[src/rtl/tt_sweep_ctrl.sv]
// tt_sweep_ctrl: drives a 3-input circuit through all 8 combinations and
// checks the sampled truth table. Optional TT_SWEEP_CONT_EN adds `cont`.
module tt_sweep_ctrl #(
  parameter int unsigned SETTLE_CYCLES = 2
) (
  input  logic       clk,
  input  logic       rst_n,
  input  logic       start,
  input  logic       abort,
`ifdef TT_SWEEP_CONT_EN
  input  logic       cont,
`endif
  input  logic [7:0] expected,
  input  logic       dut_out,
  output logic       dut_in1,
  output logic       dut_in2,
  output logic       dut_in3,
  output logic       busy,
  output logic       done,
  output logic [7:0] observed,
  output logic [7:0] mismatch,
  output logic       pass
);

  typedef enum logic [1:0] {
    IDLE,
    DRIVE,
    DONE
  } state_t;

  localparam logic [7:0] SETTLE = 8'(SETTLE_CYCLES);

  state_t     state;
  state_t     state_d;
  logic [2:0] idx;
  logic [7:0] cnt;
  logic [7:0] exp_q;
  logic [7:0] obs_smp;
  logic       load;
  logic       sample;
  logic       last;
  logic       cont_go;

`ifdef TT_SWEEP_CONT_EN
  assign cont_go = (state == DONE) && cont;
`else
  assign cont_go = 1'b0;
`endif

  assign load   = ((state == IDLE) && start) || cont_go;
  assign sample = (state == DRIVE) && !abort
                  && (cnt == SETTLE);
  assign last   = sample && (idx == 3'd7);

  // combination i lands at bit 7-i, so 000 is the MSB
  always_comb begin
    obs_smp = observed;
    if (sample) obs_smp[3'd7 - idx] = dut_out;
  end

  always_comb begin
    state_d = state;
    unique case (state)
      IDLE: begin
        if (start) state_d = DRIVE;
      end
      DRIVE: begin
        if (abort) state_d = IDLE;
        else if (last) state_d = DONE;
      end
      DONE: begin
        state_d = cont_go ? DRIVE : IDLE;
      end
      default: state_d = IDLE;
    endcase
  end

  always_ff @(posedge clk or negedge rst_n) begin
    if (!rst_n) begin
      state    <= IDLE;
      idx      <= 3'd0;
      cnt      <= 8'd0;
      exp_q    <= 8'd0;
      observed <= 8'd0;
      mismatch <= 8'd0;
      pass     <= 1'b0;
      busy     <= 1'b0;
    end else begin
      state <= state_d;
      if (load) begin
        exp_q    <= expected;
        idx      <= 3'd0;
        cnt      <= 8'd0;
        observed <= 8'd0;
        mismatch <= 8'd0;
        pass     <= 1'b0;
        busy     <= 1'b1;
      end else if (state == DRIVE) begin
        if (abort) begin
          busy <= 1'b0;
          idx  <= 3'd0;
          cnt  <= 8'd0;
        end else if (sample) begin
          cnt      <= 8'd0;
          observed <= obs_smp;
          if (last) begin
            busy     <= 1'b0;
            mismatch <= obs_smp ^ exp_q;
            pass     <= (obs_smp == exp_q);
          end else begin
            idx <= idx + 3'd1;
          end
        end else begin
          cnt <= cnt + 8'd1;
        end
      end
    end
  end

  assign done = (state == DONE);
  assign {dut_in1, dut_in2, dut_in3} = idx;

endmodule

[config.mk]
export PLATFORM = sky130hd
export DESIGN_NAME = tt_sweep_ctrl
export DESIGN_NICKNAME = d
export VERILOG_FILES = /design/src/rtl/tt_sweep_ctrl.sv
export SDC_FILE = /design/constraint.sdc
export NUM_CORES = 1
export LEC_CHECK = 0
export CAP_MARGIN = 20
export CORE_ASPECT_RATIO = 1.2
export CORE_UTILIZATION = 56
export DETAILED_ROUTE_END_ITERATION = 12
export GPL_ROUTABILITY_DRIVEN = 0
export PLACE_DENSITY = 0.84
export SETUP_SLACK_MARGIN = 0.15
export SYNTH_ARGS = -nofsm -noshare
export SYNTH_HDL_FRONTEND = slang
export SYNTH_SLANG_ARGS = --single-unit
export TNS_END_PERCENT = 50
[constraint.sdc]
create_clock -name clk -period 5.5 [get_ports clk]
set_clock_uncertainty 0.15 [all_clocks]
set_input_delay 1.1 -clock clk [delete_from_list [all_inputs] [get_ports clk]]
set_output_delay 1.1 -clock clk [all_outputs]
set_load 0.05 [all_outputs]
==> results.yml <==
floorplan:
  initial_core_util: 0.586
  rows: 23
  ios: 35
  die_h_um: 66.7
  fp.coreArea_um2: 3340
  die_x_um: 55.9
  die_area_um2: 3730
logic_synthesis:
  ys_seq_area_frac: 0.499
  netlist_instances: 194
  synth_edf_count: 0
  syn_area_um2: 1960
  syn_area_per_cell_um2: 10.1
  synth_top_area_frac: 0.499
  synth_nets: 211
  yosys.cell_count.top_type: "dfrtp_1"
  yosys.cell_types.count: 35
  synthFlopType: "dfrtp_1"
  ys_warn_count: 0
  async_flop_share: 1.00
  synth-seq-cells: 39
  netlist_top_cells_area: "dfrtp_1 (50%), nand2_1 (6.3%), xor2_1 (6.3%)"
  yosys-top-cells-count: "dfrtp_1 (39), nand2_1 (33), nor2_1 (17)"
  yosys.area.top_type: "dfrtp_1"
power:
  p_per_area_nw_per_um2: 295
  power_mw: 0.708
  peakVddDrop_mv: 0.218
  cellLeakagePower_nw: 1.18
global_routing:
  grt.overflow.total: 0
  grtUsageMet3: 0.0680
  antenna_found_initial: 0
  grt_pass1_wl_um: 7250
  grt_max_degree: 40
  met1_usage: 0.301
  grt_pass1_vias: 1548
  grt_usage: 0.258
  grt.met2_usage: 0.446
  grt-busiest-layer: "met2"
cells_and_area:
  drive_gt1_frac: 0.0786
  areaGrowthSynthToFinish_pct: 22.9
  insertedDiodeCount: 0
  nets: 245
sta:
  drv_slew: 0
  setup_tns_ns: 0
  fin_crit_sh: 0.600
  fmax_mhz: 303
  tightest_slew_ns: 0.845
  setup_viol: 0
  min_period_ns: 3.30
  rsz0062_at_grt: "false"
  slew_headroom: 0.437
  hold_viol_final: 0
drt:
  drt_wl_total_um: 4380
  ant_nets: 0
  vias: 1557
  drc: 0
  viasPerCell: 5.85
  drt_iter0_drc: 64
  wl_per_cell_um: 16.5
  dr.pass1.iters: 4
run_status:
  status: "finished, final reports clean"
clocking:
  htreeDepth: 2
  cts_buffers: 5
  ctsResizeCount: 0
  cts_hold_buf: 0
  postCtsSetupBuffers: 0
  cts_root_buf: "clkbuf_8"
  numClockSinks: 39
  clk_pin_slew_ns: 0.08
  insertion_delay_ns: 0.30
  clockBufferDepth: 2
  tritoncts: "yes"
critical_path:
  r2r_slack_ns: 3.02
  path_max_fanout: 9
  endpoint_kind: "flip-flop"
  worstRegToRegCells: 8
  path_cells: "clkdlybuf4s50_1 -> nor3b_4 -> and3_1 -> nand4_1 -> mux2i_1 -> xor2_1 -> o21ai_0"
  startpoint: "abort"
  arrival_ns: 3.32
  slowest_stage: "clkdlybuf4s50_1"
  crit_required_ns: 5.52
  start_kind: "primary input"
  worst_path_largest_cell_delay_ns: 0.56
  worst-setup-path-type: "in -> reg"
  r2r_start: "cnt[0]$_DFFE_PN0N_"
  regToRegEndpoint: "mismatch[0]$_DFFE_PN0P_"
worst_hold_path:
  hold_depth: 2
  min_path_type: "reg -> reg"
  hold_path_startpoint: "mismatch[7]$_DFFE_PN0P_"
  worstHoldEndpoint: "mismatch[7]$_DFFE_PN0P_"
run:
  maxCapViolCount: 0
place:
  dpl.hpwl_um: 3150
  portBuffers: 34
-- state kept, by name (all words and copies together), names as in the netlist --
name / count
pass: 1
busy: 1
exp_q: 8
idx: 3
observed: 8
mismatch: 8
cnt: 8
state: 2
-- final cells by class --
type	count	area [um2]
fill	252	935
clock inverter	2	12.5
inverter	3	11.3
multi-input combinational	144	938
timing repair buffer	35	347
tap	37	46.3
clock buffer	6	72.6
sequential	39	976
-- worst max path at each step --
stage                     slack (ns)                 endpoint
after floorplan                 2.88         pass$_DFFE_PN0P_
after global placement          2.09         pass$_DFFE_PN0P_
after detailed placement        1.98         pass$_DFFE_PN0P_
after CTS                       2.22  mismatch[0]$_DFFE_PN0P_
after global routing            2.07         pass$_DFFE_PN0P_
final                           2.20  mismatch[0]$_DFFE_PN0P_
-- cell families (layout without fill, tap and decap cells) --
group,Yosys count,count (layout),share of synthesized area
compound gates,18,18,0.0550
mux,15,15,0.0787
xor+xnor,15,15,0.0672
simple gates,92,92,0.251
fa+ha+maj,4,4,0.0256
buf+inv,11,46,0.0237
flops,39,39,0.499
-- layout by cell type (no fill, tap or decap), drive strengths merged, types with 2 or more instances in the layout --
master          n
nand2          34
o21ai          10
mux2            3
dfrtp          39
o31ai           3
and3b           2
inv             3
clkbuf          6
nor3b           7
nor3            3
buf             2
nand3           9
nor2           17
mux2i          12
xor2           14
nand4          10
clkdlybuf4s50  33
and3            4
ha              4
-- routing by layer --
layer,share of wire,up-vias
li1,-,735
met1,0.42,763
met2,0.51,46
met3,0.045,13
met4,0.026,0
met5,0,-
-- stage by stage --
step                      std cells  hold slack [ns]  instance area [um2]  setup slack, ns  utilization
after floorplan                 194            0.316                 1960             2.88            -
after global placement          257            0.329                 2310             2.09        0.691
after detailed placement        257            0.341                 2310             1.98        0.691
after CTS                       265            0.360                 2390             2.22        0.717
after global routing            266            0.383                 2400             2.07        0.720
final                           266            0.360                 2400             2.20        0.720
-- where the power goes --
part | switching (mW) | internal, mW | leakage [nW] | total, mW
Clock | 0.103 | 0.0887 | 0.0412 | 0.192
Sequential | 0.0353 | 0.312 | 0.523 | 0.347
Combinational | 0.0991 | 0.0701 | 0.615 | 0.169
-- critical path: cells and delay by family --
kind | cells | cell delay, ns
multiplexers | 1 | 0.32
buffers and inverters | 1 | 0.56
AND/OR/NAND/NOR | 3 | 0.91
AO/OA/AOI/OAI | 1 | 0.13
XOR/XNOR | 1 | 0.29
No activity file was read; power rests on OpenSTA's default activity.
